**config.mk**
```make
export PLATFORM = sky130hd
export DESIGN_NAME = conv_sched_flat
export DESIGN_NICKNAME = d
export VERILOG_FILES = /design/src/rtl/conv_sched_if.sv /design/src/rtl/conv_sched.sv /design/src/flat_wrapper.sv
export SDC_FILE = /design/constraint.sdc
export NUM_CORES = 1
export LEC_CHECK = 0
export ABC_AREA = 1
export BUFFER_PORTS_ARGS = -buffer_cell sky130_fd_sc_hd__buf_4
export CORE_MARGIN = 5
export CORE_UTILIZATION = 60
export CTS_CLUSTER_SIZE = 20
export DETAILED_ROUTE_END_ITERATION = 7
export GPL_TIMING_DRIVEN = 0
export PLACE_DENSITY = 0.82
export SETUP_SLACK_MARGIN = 0.2
export SYNTH_ARGS = -nofsm -noshare
export SYNTH_HDL_FRONTEND = slang
export SYNTH_SLANG_ARGS = --single-unit
```
**constraint.sdc**
```tcl
create_clock -name clk -period 5.8 [get_ports clk]
set_input_delay 0.87 -clock clk [delete_from_list [all_inputs] [get_ports clk]]
set_output_delay 0.87 -clock clk [all_outputs]
set_load 0.02 [all_outputs]
```
**src/rtl/conv_sched_if.sv**
```systemverilog
// Signal bundle between the conversion scheduler and its environment.
// The master side is the scheduler; the slave side is the sensor mux/core/result consumer.
interface conv_sched_if #(
  parameter int NCH = 4,
  parameter int CW  = 9
);
  localparam int CHW = $clog2(NCH);

  logic            en;
  logic [NCH-1:0]  ch_mask;
  logic [CHW-1:0]  ch_sel;
  logic            conv_start;
  logic            conv_done;
  logic [CW-1:0]   conv_count;
  logic            res_valid;
  logic [CHW-1:0]  res_ch;
  logic [CW-1:0]   res_data;
  logic            busy;
  logic            err_timeout;
  logic [2:0]      state_dbg;

  modport master (
    input  en, ch_mask, conv_done, conv_count,
    output ch_sel, conv_start, res_valid, res_ch, res_data, busy, err_timeout, state_dbg
  );

  modport slave (
    output en, ch_mask, conv_done, conv_count,
    input  ch_sel, conv_start, res_valid, res_ch, res_data, busy, err_timeout, state_dbg
  );
endinterface

```
**src/rtl/conv_sched.sv**
```systemverilog
// Round-robin scheduler for a shared ramp/counter conversion core with per-channel averaging.
// Optional macro CONV_SCHED_DROP_FIRST_EN: discard the first conversion after every channel select.
module conv_sched #(
  parameter int NCH      = 4,
  parameter int CW       = 9,
  parameter int AVG_LOG2 = 2,
  parameter int SETTLE   = 4,
  parameter int TIMEOUT  = 1023
) (
  input logic         clk,
  input logic         rst,
  conv_sched_if.master bus
);
  // Handshakes: conv_start is a one-cycle request; the core answers with a
  // one-cycle conv_done (count valid with it), honoured only in WAIT.
  // res_valid is a one-cycle strobe with no backpressure; res_ch/res_data
  // stay stable until the next strobe.

  localparam int CHW = $clog2(NCH);
  localparam int AW  = CW + AVG_LOG2;
  localparam int NS  = 1 << AVG_LOG2;
  localparam int NW  = AVG_LOG2 + 1;
  localparam int SW  = $clog2(SETTLE + 1);
  localparam int TW  = $clog2(TIMEOUT + 1);

`ifdef CONV_SCHED_DROP_FIRST_EN
  localparam bit DROP_FIRST = 1'b1;
`else
  localparam bit DROP_FIRST = 1'b0;
`endif

  typedef enum logic [2:0] {IDLE, SELECT, START, WAIT, REPORT} state_t;

  state_t         state_q, state_d;
  logic [CHW-1:0] ch_sel_q, ch_sel_d;
  logic [CHW-1:0] ptr_q, ptr_d;
  logic [CHW-1:0] res_ch_q, res_ch_d;
  logic [CW-1:0]  res_data_q, res_data_d;
  logic [AW-1:0]  acc_q, acc_d;
  logic [NW-1:0]  smp_q, smp_d;
  logic [SW-1:0]  settle_q, settle_d;
  logic [TW-1:0]  wait_q, wait_d;
  logic           err_q, err_d;
  logic           discard_q, discard_d;
  logic [CW-1:0]  sample;
  logic           take;
  logic [CHW-1:0] next_ch;

  // First set mask bit at index >= from, wrapping around the channel ring.
  function automatic logic [CHW-1:0] pick(input logic [NCH-1:0] mask, input logic [CHW-1:0] from);
    logic [CHW-1:0] r;
    logic           found;
    int             idx;
    r     = from;
    found = 1'b0;
    for (int i = 0; i < NCH; i++) begin
      idx = int'(from) + i;
      if (idx >= NCH) idx = idx - NCH;
      if (!found && mask[idx]) begin
        r     = CHW'(idx);
        found = 1'b1;
      end
    end
    return r;
  endfunction

  assign next_ch = (ch_sel_q == CHW'(NCH - 1)) ? '0 : ch_sel_q + 1'b1;

  always_ff @(posedge clk) begin
    if (rst) begin
      state_q    <= IDLE;
      ch_sel_q   <= '0;
      ptr_q      <= '0;
      res_ch_q   <= '0;
      res_data_q <= '0;
      acc_q      <= '0;
      smp_q      <= '0;
      settle_q   <= '0;
      wait_q     <= '0;
      err_q      <= 1'b0;
      discard_q  <= 1'b0;
    end else begin
      state_q    <= state_d;
      ch_sel_q   <= ch_sel_d;
      ptr_q      <= ptr_d;
      res_ch_q   <= res_ch_d;
      res_data_q <= res_data_d;
      acc_q      <= acc_d;
      smp_q      <= smp_d;
      settle_q   <= settle_d;
      wait_q     <= wait_d;
      err_q      <= err_d;
      discard_q  <= discard_d;
    end
  end

  always_comb begin
    state_d    = state_q;
    ch_sel_d   = ch_sel_q;
    ptr_d      = ptr_q;
    res_ch_d   = res_ch_q;
    res_data_d = res_data_q;
    acc_d      = acc_q;
    smp_d      = smp_q;
    settle_d   = settle_q;
    wait_d     = wait_q;
    err_d      = err_q;
    discard_d  = discard_q;
    sample     = '0;
    take       = 1'b0;

    case (state_q)
      IDLE: begin
        if (bus.en && (|bus.ch_mask)) begin
          ch_sel_d = pick(bus.ch_mask, ptr_q);
          settle_d = '0;
          state_d  = SELECT;
        end
      end

      SELECT: begin
        settle_d = settle_q + 1'b1;
        if (settle_q == SW'(SETTLE - 1)) begin
          discard_d = DROP_FIRST;
          state_d   = START;
        end
      end

      START: begin
        wait_d  = '0;
        state_d = WAIT;
      end

      WAIT: begin
        // A done on the final timeout cycle takes priority over the timeout.
        if (bus.conv_done) begin
          take   = 1'b1;
          sample = bus.conv_count;
        end else if (wait_q == TW'(TIMEOUT - 1)) begin
          take   = 1'b1;
          sample = '1;
          err_d  = 1'b1;
        end else begin
          wait_d = wait_q + 1'b1;
        end

        if (take) begin
          if (discard_q) begin
            discard_d = 1'b0;
            state_d   = START;
          end else begin
            acc_d = acc_q + AW'(sample);
            smp_d = smp_q + 1'b1;
            if (smp_q == NW'(NS - 1)) begin
              res_ch_d   = ch_sel_q;
              res_data_d = CW'(acc_d >> AVG_LOG2);
              state_d    = REPORT;
            end else begin
              state_d = START;
            end
          end
        end
      end

      REPORT: begin
        acc_d = '0;
        smp_d = '0;
        ptr_d = next_ch;
        if (bus.en && (|bus.ch_mask)) begin
          ch_sel_d = pick(bus.ch_mask, next_ch);
          settle_d = '0;
          state_d  = SELECT;
        end else begin
          state_d = IDLE;
        end
      end

      default: state_d = IDLE;
    endcase
  end

  assign bus.ch_sel      = ch_sel_q;
  assign bus.conv_start  = (state_q == START);
  assign bus.res_valid   = (state_q == REPORT);
  assign bus.res_ch      = res_ch_q;
  assign bus.res_data    = res_data_q;
  assign bus.busy        = (state_q != IDLE);
  assign bus.err_timeout = err_q;
  assign bus.state_dbg   = state_q;
endmodule

```
**src/flat_wrapper.sv**
```systemverilog
// flat-port wrapper written by rule: the top's interface ports become plain ports
module conv_sched_flat 
#(
  parameter int NCH      = 4,
  parameter int CW       = 9,
  parameter int AVG_LOG2 = 2,
  parameter int SETTLE   = 4,
  parameter int TIMEOUT  = 1023
)
  (clk, rst, bus_en, bus_ch_mask, bus_conv_done, bus_conv_count, bus_ch_sel, bus_conv_start, bus_res_valid, bus_res_ch, bus_res_data, bus_busy, bus_err_timeout, bus_state_dbg);
  conv_sched_if #(.NCH(NCH), .CW(CW)) bus_i ();
  input logic clk;
  input logic rst;
  input wire logic [$bits(bus_i.en)-1:0] bus_en;
  input wire logic [$bits(bus_i.ch_mask)-1:0] bus_ch_mask;
  input wire logic [$bits(bus_i.conv_done)-1:0] bus_conv_done;
  input wire logic [$bits(bus_i.conv_count)-1:0] bus_conv_count;
  output wire logic [$bits(bus_i.ch_sel)-1:0] bus_ch_sel;
  output wire logic [$bits(bus_i.conv_start)-1:0] bus_conv_start;
  output wire logic [$bits(bus_i.res_valid)-1:0] bus_res_valid;
  output wire logic [$bits(bus_i.res_ch)-1:0] bus_res_ch;
  output wire logic [$bits(bus_i.res_data)-1:0] bus_res_data;
  output wire logic [$bits(bus_i.busy)-1:0] bus_busy;
  output wire logic [$bits(bus_i.err_timeout)-1:0] bus_err_timeout;
  output wire logic [$bits(bus_i.state_dbg)-1:0] bus_state_dbg;
  assign bus_i.en = bus_en;
  assign bus_i.ch_mask = bus_ch_mask;
  assign bus_i.conv_done = bus_conv_done;
  assign bus_i.conv_count = bus_conv_count;
  assign bus_ch_sel = bus_i.ch_sel;
  assign bus_conv_start = bus_i.conv_start;
  assign bus_res_valid = bus_i.res_valid;
  assign bus_res_ch = bus_i.res_ch;
  assign bus_res_data = bus_i.res_data;
  assign bus_busy = bus_i.busy;
  assign bus_err_timeout = bus_i.err_timeout;
  assign bus_state_dbg = bus_i.state_dbg;
  conv_sched #(.NCH(NCH), .CW(CW), .AVG_LOG2(AVG_LOG2), .SETTLE(SETTLE), .TIMEOUT(TIMEOUT)) u_core (.clk(clk), .rst(rst), .bus(bus_i));
endmodule
```
==> results of run 1 <==
## per-stage QoR
stage	hold slack (ns)	worst slack, ns	std cells	instance area, um^2
2_1_floorplan	0.429	2.81	454	3020
6_report	0.473	2.65	565	3490
3_5_place_dp	0.457	2.33	557	3380
5_1_grt	0.497	2.24	565	3490
3_3_place_gp	0.450	2.36	557	3380
4_1_cts	0.471	2.63	565	3490
## cells in the mapped netlist (2+ instances only)
cell	n	area [um^2]
a21oi_1	43	215
a21oi_2	3	26.3
and2_1	2	12.5
buf_2	2	10.0
buf_6	3	33.8
clkbuf_1	4	15.0
dfxtp_1	46	921
ha_1	16	200
inv_1	41	154
inv_2	5	18.8
nand2_1	125	469
nand2_2	5	31.3
nand2_4	2	22.5
nand3_1	30	150
nand4_1	7	43.8
nor2_1	50	188
nor2_2	2	12.5
nor3_1	4	20.0
o211ai_1	3	22.5
o21a_1	2	15.0
o21ai_0	19	95.1
o21ai_1	5	25.0
o22ai_1	3	18.8
or2_2	2	12.5
xnor2_1	3	26.3
xor2_1	8	70.1
## cells by family (layout without fill, tap and decap cells)
| family | after synthesis | in the layout | share of synthesized area (%) |
|---|---|---|---|
| XOR/XNOR | 11 | 11 | 3.19 |
| adder cells (fa/ha/maj) | 17 | 17 | 7.29 |
| AO/OA/AOI/OAI | 83 | 83 | 15.2 |
| buffers and inverters | 60 | 104 | 9.07 |
| flip-flops | 46 | 46 | 30.5 |
| AND/OR/NAND/NOR | 237 | 237 | 34.7 |
## worst min-delay path, cell delays in order, from the launching register on
cell and delay, ns:
dfxtp_1 0.32, nand2_1 0.06, a21oi_1 0.05
## power breakdown
part           internal (mW)  switching, mW
logic                 0.0574          0.103
clock network          0.129          0.112
registers              0.323        0.00699
## per-layer routing
| layer | vias up | track usage, % | part of all wire, % |
|---|---|---|---|
| met5 | - | 0 | 0 |
| met4 | 0 | 9.12 | 2.4 |
| met3 | 11 | 4.43 | 3.4 |
| met2 | 48 | 41.8 | 49 |
| met1 | 1339 | 28.3 | 45 |
| li1 | 1558 | - | - |
## state kept, by name, summed over array words and instances, names as in the netlist
signal	cells
u_core.acc_q	11
u_core.bus.ch_sel	2
u_core.bus.err_timeout	1
u_core.bus.res_ch	2
u_core.bus.res_data	9
u_core.bus.state_dbg	3
u_core.ptr_q	2
u_core.settle_q	3
u_core.smp_q	3
u_core.wait_q	10
## area by class of cell
cell class / count / area share, %
Tap cell: 67 / 2.40
Sequential cell: 46 / 26.4
Multi-Input combinational cell: 348 / 52.4
Inverter: 50 / 5.96
Clock inverter: 2 / 1.08
Buffer: 10 / 1.90
Timing Repair Buffer: 36 / 7.75
Clock buffer: 6 / 2.08
## worst max-delay path by stage
stage / start / to
2_1_floorplan: bus_conv_done / u_core.acc_q[8]$_SDFFE_PP0P_
3_3_place_gp: bus_conv_done / u_core.acc_q[8]$_SDFFE_PP0P_
3_5_place_dp: bus_conv_done / u_core.acc_q[8]$_SDFFE_PP0P_
4_1_cts: bus_conv_done / u_core.acc_q[8]$_SDFFE_PP0P_
5_1_grt: u_core.wait_q[0]$_SDFFE_PP0P_ / u_core.acc_q[8]$_SDFFE_PP0P_
6_report: bus_conv_done / u_core.acc_q[8]$_SDFFE_PP0P_
## cell usage in the layout, fill, tap and decap left out, types with 3 or more instances in the layout
master,instances
dfxtp_1,46
clkbuf_1,5
buf_4,37
nor2_1,50
o22ai_1,3
nor3_1,4
a21oi_1,43
nand2_1,125
nand3_1,30
nand4_1,7
xor2_1,8
xnor2_1,3
inv_1,41
clkbuf_8,5
nand2_2,5
inv_2,5
o21ai_1,5
o21ai_0,19
a21oi_2,3
ha_1,16
o211ai_1,3
buf_6,3
==> metrics, run 1 <==
GR Overflow Total 0; final setup violation count 0; NumNets Final approximately 530; Post-synth ARST share 0%; Post-synth EDFFs 0; crit-path cells buf_4 > clkinv_1 > nand2_2 > inv_2 > buf_6 > nor2_1 > ha_1 > inv_1 > fa_1 > nor3_1 > nor2_1 > o21bai_1 > xor2_1 > nand2_1 > a21oi_1; total track usage 23.7%; Hold Path Class reg -> reg; clock latency on the worst-skew pair 0.30 ns; worst path required time 6.03 ns; r2r setup slk 2.69 ns; Pleak 1.59 nW; WP buf/inv 5; Achievable Freq approximately 320 MHz; Slew Viols, Final 0; largest net degree at the start of global routing 15; CTS Sinks 46; Cells on Worst Hold Path 2; status complete, no violations; Max FO, Critical Path 10; post-layout minimum cycle time about 3.1 ns; detailed-route via count 2956; Die X 81.0 um; Crit Path Class in -> reg; CP endpoint kind flip-flop; 1st-iter DRT viols 120; Clock Skew approximately 0.011 ns; final number of hold-violating endpoints 0; r2r endpoint u_core.acc_q[8]$_SDFFE_PP0P_; Startpoint Class input pin; Worst-Margin Slew between 0.5 and 0.6 ns; Mapped Nets just under 500; total wire length 7.05 mm; Via density 5.23; vias in the first global route ~2800; reg2reg path depth 18; CTS tree done; post-DR wirelength/cell between 10 and 15 um; kind of cell adding the most delay to the critical path adder cells; setup_tns 0 ns; Max stage delay on crit path 0.50 ns; full die area 0.00656 mm^2; Ports 37; clock root cell clkbuf_8; Synth Cell Area about 0.003 mm^2; max cap viols 0; post-CTS sizing 0; RSZ-0062 raised after global routing false; layout cell share with drive strength beyond 1 about 15%; Slew HR between 60% and 70%; # Post-CTS Setup Buffers 0; CP Depth 15; Cells after Synth roughly 450; ys flop type dfxtp_1; CP max stage cell fa_1; register area 921 um^2; Final GP Congestion 0.928; Max clock buf depth 2; WP data arrival 3.38 ns; pwr dens 210 mW/mm^2; std cell rows 25; cts bufs inserted 5; Tcrit/Tclk final between 50% and 60%; drt first pass iters 4; Yosys warnings 0; global-route wire length before repair 12.2 mm; Total Power approximately 730 uW; hold-fix buffer count after cts 0; Crit Reg-Reg Startpoint u_core.wait_q[0]$_SDFFE_PP0P_; diode count 0; core outline area 0.00482 mm^2; Die Ht between 80 and 90 um; IO buf count 36; maximum vdd ir drop 184 uV; FF+latch count, synth 46; final core utilization between 70% and 80%; HPWL after DPL 5.46 mm; area of the multi-input gates 0.00183 mm^2; Starting Density a little over three fifths; Worst Hold Path EP u_core.acc_q[4]$_SDFFE_PP0P_; fill count approximately 420; critical path's most frequent cell nor2_1; Post-DRT Antenna Nets 0; Avg Cell Area, Syn between 6 and 7 um^2; number of antenna violations at the first check in global routing 0; Synth-to-Final Area Change 15.4%; part of the Yosys area used for sequential elements 30.5%; DRC viols 0; clock slew at reported path FFs 0.09 ns; Synth cell types 45; hold path start u_core.acc_q[4]$_SDFFE_PP0P_; htree depth 2
Power figures use the tool's default switching activity.
==> inputs of run 2 (changes only) <==
--- a/config.mk
+++ b/config.mk
@@ -8,11 +8,11 @@
 export ABC_AREA = 1
 export BUFFER_PORTS_ARGS = -buffer_cell sky130_fd_sc_hd__buf_4
 export CORE_MARGIN = 5
-export CORE_UTILIZATION = 60
+export CORE_UTILIZATION = 58
 export CTS_CLUSTER_SIZE = 20
 export DETAILED_ROUTE_END_ITERATION = 7
 export GPL_TIMING_DRIVEN = 0
-export PLACE_DENSITY = 0.82
+export PLACE_DENSITY = 0.8
 export SETUP_SLACK_MARGIN = 0.2
 export SYNTH_ARGS = -nofsm -noshare
 export SYNTH_HDL_FRONTEND = slang
==> constraint.sdc (replaced) <==
create_clock -name clk -period 3 [get_ports clk]
set_input_delay 0.45 -clock clk [delete_from_list [all_inputs] [get_ports clk]]
set_output_delay 0.45 -clock clk [all_outputs]
set_load 0.02 [all_outputs]
==> run 2 against run 1 <==
Hold slack worse by 0.0043 ns. Critical path type is now reg -> reg. Critical endpoint is now u_core.acc_q[6]$_SDFFE_PP0P_. Total power rose by 97%. Final area grew 5.5%. Cell count is 3.0% higher. Flip-flop and latch count is the same. Die area grew 3.0%. Clock skew is 0.0036 ns lower. Register-to-register slack got worse by 2.4 ns.
==> metrics, run 2 (same netlist as run 1, synthesis figures left out) <==
status complete, no violations; Die Ht 82.2 um; diode count 0; Cell Area, Placed about 0.0034 mm^2; area of the multi-input gates around 0.0019 mm^2; Crit Path Class reg -> reg; post-layout minimum cycle time ~2.7 ns; Startpoint Class flip-flop; final setup violation count 0; vias in the first global route 2789; HPWL after DPL 5.63 mm; pwr dens about 400 mW/mm^2; CTS tree done; Post-DRT Antenna Nets 0; Synth-to-Final Area Change 21.7%; Die X around 82 um; number of antenna violations at the first check in global routing 0; Via density 5.35; Achievable Freq roughly 360 MHz; CTS Sinks 46; cts bufs inserted 5; post-DR wirelength/cell around 13 um; Total Power around 1.4 mW; kind of cell adding the most delay to the critical path simple AND/OR/NAND/NOR gates; WP buf/inv 5; global-route wire length before repair 12.5 mm; Slew HR between 50% and 60%; total wire length approximately 7.5 mm; NumNets Final around 550; Max FO, Critical Path 5; std cell rows 26; 1st-iter DRT viols ~180; Max stage delay on crit path between 0.4 and 0.5 ns; most common cell after layout, fill and taps aside nand2_1; total track usage between 20% and 30%; clock root cell clkbuf_8; max reg flops 11; WP data arrival roughly 3.0 ns; Pleak 1.69 nW; GR Overflow Total 0; final number of hold-violating endpoints 0; detailed-route via count ~3100; CP max stage cell fa_2; Final GP Congestion approximately 0.9; drt first pass iters 5; maximum vdd ir drop 387 uV; layout cell share with drive strength beyond 1 between 20% and 30%; Slew Viols, Final 0; Reg with most FFs u_core.acc_q; IO buf count 36; worst path required time between 3 and 4 ns; Starting Density around three fifths; commonest cells after routing, fill and taps aside 124 x nand2_1, 51 x buf_4, 47 x nor2_1; final core utilization 72.4%; Clock Skew between 0.007 and 0.008 ns; Hold Path Class in -> reg; full die area 0.00675 mm^2; fill count 430; Ports 37; max cap viols 0; RSZ-0062 raised after global routing true; crit-path cells inv_2 > ha_4 > nand2_2 > nor2_2 > nand3_2 > nand2_2 > inv_4 > buf_12 > nor2_4 > ha_4 > inv_4 > fa_2 > nor3_4 > nor2_2 > buf_4 > xor2_2 > or2_0 > a21oi_1; register area approximately 930 um^2; CP endpoint kind flip-flop; met3 Use GR 3.80%; met2 Usage GRT 39.8%; final instance area 0.00368 mm^2; core outline area around 0.0051 mm^2; most crowded layer after global routing met2; Max clock buf depth 2; Tcrit/Tclk final ~91%; clock slew at reported path FFs around 0.080 ns; htree depth 2; DRC viols 0; met1 Usage GRT 31.0%; largest net degree at the start of global routing 15; Worst-Margin Slew about 0.62 ns; clock latency on the worst-skew pair roughly 0.30 ns
-- run 2: per-layer routing --
| layer | part of all wire (%) | vias to the layer above |
|---|---|---|
| li1 | - | 1595 |
| met3 | 4.0 | 11 |
| met5 | 0 | - |
| met4 | 1.4 | 0 |
| met1 | 46 | 1435 |
| met2 | 48 | 70 |
-- run 2: worst min-delay path: stages --
cell	delay, ns
buf_4	0.10
nor2_1	0.08
inv_1	0.07
nor3_2	0.04
-- run 2: layout make-up --
class / instances / area share, %
multi-input cells: 348 / 51.4
flip-flops and latches: 46 / 25.3
repair buffers: 50 / 10.2
inverters: 50 / 5.79
well taps: 70 / 2.38
plain buffers: 10 / 2.04
clock buffers: 5 / 1.87
clock inverters: 3 / 1.09
-- run 2: final timing paths --
path	slack (ns)	from	depth (start not counted)	end
max reg2reg	0.26	u_core.wait_q[0]$_SDFFE_PP0P_	18	u_core.acc_q[6]$_SDFFE_PP0P_
min	0.47	rst	4	u_core.wait_q[3]$_SDFFE_PP0P_
min reg2reg	0.47	u_core.smp_q[0]$_SDFFE_PP0P_	1	u_core.smp_q[0]$_SDFFE_PP0P_
max	0.26	u_core.wait_q[0]$_SDFFE_PP0P_	18	u_core.acc_q[6]$_SDFFE_PP0P_
-- run 2: what timing repair did --
action                     in CTS  in global routing
buffers inserted                3                 11
pin swaps                       7                 14
gates resized for setup         8                 18
setup endpoints to repair       8                 10
hold buffers                    0                  0
-- run 2: where the power goes --
group          leakage, nW  switching (mW)  internal, mW
Clock               0.0579           0.215         0.246
Sequential           0.374          0.0147         0.624
Combinational         1.26           0.212         0.127
-- run 2: metrics by stage --
| stage | setup slack [ns] | hold slack [ns] | instances | TNS [ns] |
|---|---|---|---|---|
| 2_1_floorplan | 0.298 | 0.429 | 454 | 0 |
| 3_3_place_gp | -0.0443 | 0.448 | 560 | -0.0795 |
| 4_1_cts | 0.208 | 0.461 | 571 | 0 |
| 6_report | 0.259 | 0.469 | 582 | 0 |
| 3_5_place_dp | -0.0993 | 0.455 | 560 | -0.158 |
| 5_1_grt | 0.0894 | 0.485 | 582 | 0 |
==> inputs of run 3 (changes only) <==
--- a/config.mk
+++ b/config.mk
@@ -8,11 +8,9 @@
 export ABC_AREA = 1
 export BUFFER_PORTS_ARGS = -buffer_cell sky130_fd_sc_hd__buf_4
 export CORE_MARGIN = 5
-export CORE_UTILIZATION = 58
+export CORE_UTILIZATION = 31
 export CTS_CLUSTER_SIZE = 20
 export DETAILED_ROUTE_END_ITERATION = 7
-export GPL_TIMING_DRIVEN = 0
-export PLACE_DENSITY = 0.8
 export SETUP_SLACK_MARGIN = 0.2
 export SYNTH_ARGS = -nofsm -noshare
 export SYNTH_HDL_FRONTEND = slang
==> run 3 against run 2 <==
Non-clock buffer count is 18 lower. Critical path depth is 1 lower. Count of clock-buffer cells in the layout grew 1. Clock skew shrank 0.0015 ns. Total power fell by 1.8%. Die area is 75% higher.
==> metrics, run 3 (same netlist as run 1, synthesis figures left out) <==
Achievable Freq approximately 380 MHz; number of antenna violations at the first check in global routing 0; Final GP Congestion around 0.87; max reg flops 11; CP max stage cell fa_2; final number of hold-violating endpoints 0; std cell rows 36; worst path required time roughly 3.2 ns; final setup violation count 0; clock latency on the worst-skew pair around 0.30 ns; WP data arrival about 2.8 ns; setup_tns 0 ns; pwr dens just under 400 mW/mm^2; Max clock buf depth 2; Clk pwr share about a third; crit-path cells inv_2 > ha_1 > nand2_1 > nor2_1 > nand3_2 > nand2_2 > inv_2 > nor2_1 > ha_2 > inv_1 > fa_2 > nor3_2 > nor2_1 > o21bai_1 > xor2_1 > nand2_1 > a21oi_2; GR Overflow Total 0; Ports 37; IO buf count 36; full die area approximately 0.012 mm^2; Total Power 1.41 mW; diode count 0; htree depth 2; Max FO, Critical Path 4; Crit Path Class reg -> reg; Via density 4.67; CTS tree done; Combinational Power Share a little over a fifth; Slew HR 63.9%; total wire length between 7 and 8 mm; drt first pass iters 4; Die X roughly 110 um; critical path's most frequent cell nor2_1; HPWL after DPL between 5 and 6 mm; post-DR wirelength/cell around 12 um; fin worst setup slack 0.391 ns; Psw between 400 and 500 uW; CTS Sinks 46; Starting Density 31.3%; cts bufs inserted 5; Worst-Margin Slew between 0.5 and 0.6 ns; status complete, no violations; detailed-route via count 2928; Sw Ratio between 30% and 40%; global-route wire length before repair between 10 and 15 mm; commonest cells after routing, fill and taps aside 125 x nand2_1, 50 x nor2_1, 44 x dfxtp_1; NumNets Final approximately 530; Startpoint Class flip-flop; final instance area around 0.0036 mm^2; max cap viols 0; Max stage delay on crit path 0.39 ns; CP endpoint kind flip-flop; vias in the first global route roughly 2800; hold-fix buffer count after cts 0; Cell Area, Placed ~0.0034 mm^2; fill count around 1100; maximum vdd ir drop around 180 uV; DRC viols 0; Post-DRT Antenna Nets 0; final core utilization between 30% and 40%; layout cell share with drive strength beyond 1 around 17%; core outline area 0.00964 mm^2; total track usage ~13%; Reg with most FFs u_core.acc_q; pre-CTS setup slack 0.220 ns; Hold Path Class reg -> reg; Slew Viols, Final 0; Int Pwr 985 uW; most common cell after layout, fill and taps aside nand2_1; clock slew at reported path FFs 0.09 ns; Die Ht 109 um; largest net degree at the start of global routing 32; Pleak between 1.5 and 2 nW; Tcrit/Tclk final between 80% and 90%; register share of total power between 40% and 50%; Clock Skew between 0.005 and 0.006 ns; 1st-iter DRT viols 230; clock root cell clkbuf_8; Synth-to-Final Area Change 18.2%; RSZ-0062 raised after global routing true; post-layout minimum cycle time about 2.6 ns
run 3: layout make-up:
type	count	area, um^2	share of cell area [%]
clock buffers	6	72.6	2.03
clock inverters	2	37.5	1.05
inverters	50	208	5.82
multi-input cells	348	1840	51.6
flip-flops and latches	46	923	25.9
well taps	133	166	4.66
repair buffers	42	319	8.93
run 3: timing repair:
| action | in CTS | in global routing |
|---|---|---|
| endpoints found under the setup margin | 0 | 12 |
| resized for setup | 0 | 10 |
| setup buffers | 0 | 4 |
run 3: stage by stage:
step | instances | hold WS, ns
CTS | 623 | 0.468
floorplan | 454 | 0.429
global placement | 615 | 0.446
finish | 627 | 0.470
global route | 627 | 0.500
detailed placement | 615 | 0.458
run 3: path summary, 6_finish.rpt:
path,start,end,slack [ns],cells past startpoint
setup / recovery,u_core.wait_q[0]$_SDFFE_PP0P_,u_core.acc_q[8]$_SDFFE_PP0P_,0.39,17
hold / removal,u_core.smp_q[1]$_SDFFE_PP0P_,u_core.smp_q[1]$_SDFFE_PP0P_,0.47,2
setup reg to reg,u_core.wait_q[0]$_SDFFE_PP0P_,u_core.acc_q[8]$_SDFFE_PP0P_,0.39,17
hold reg to reg,u_core.smp_q[1]$_SDFFE_PP0P_,u_core.smp_q[1]$_SDFFE_PP0P_,0.47,2
run 3: power by group through the flow:
| stage | registers [mW] | clock network [mW] | logic, mW |
|---|---|---|---|
| after CTS | 0.638 | 0.478 | 0.306 |
| after detailed placement | 0.652 | 0 | 0.303 |
| after global placement | 0.652 | 0 | 0.300 |
| after floorplan | 0.656 | 0 | 0.217 |
| final | 0.639 | 0.463 | 0.312 |
| after global routing | 0.641 | 0.512 | 0.357 |
run 3: routing by layer:
metal / GRT usage, % / routed length (um)
met1: 17.8 / 3650
met2: 21.1 / 3330
met3: 2.37 / 271
met4: 2.98 / 38
met5: 0 / 0
run 3: critical path: cells and delay by family, from the launching register on:
kind	cells	cell delay [ns]
compound gates	2	0.31
xor+xnor	1	0.21
fa+ha+maj	3	0.73
buf+inv	3	0.19
flops	1	0.34
simple gates	8	0.77
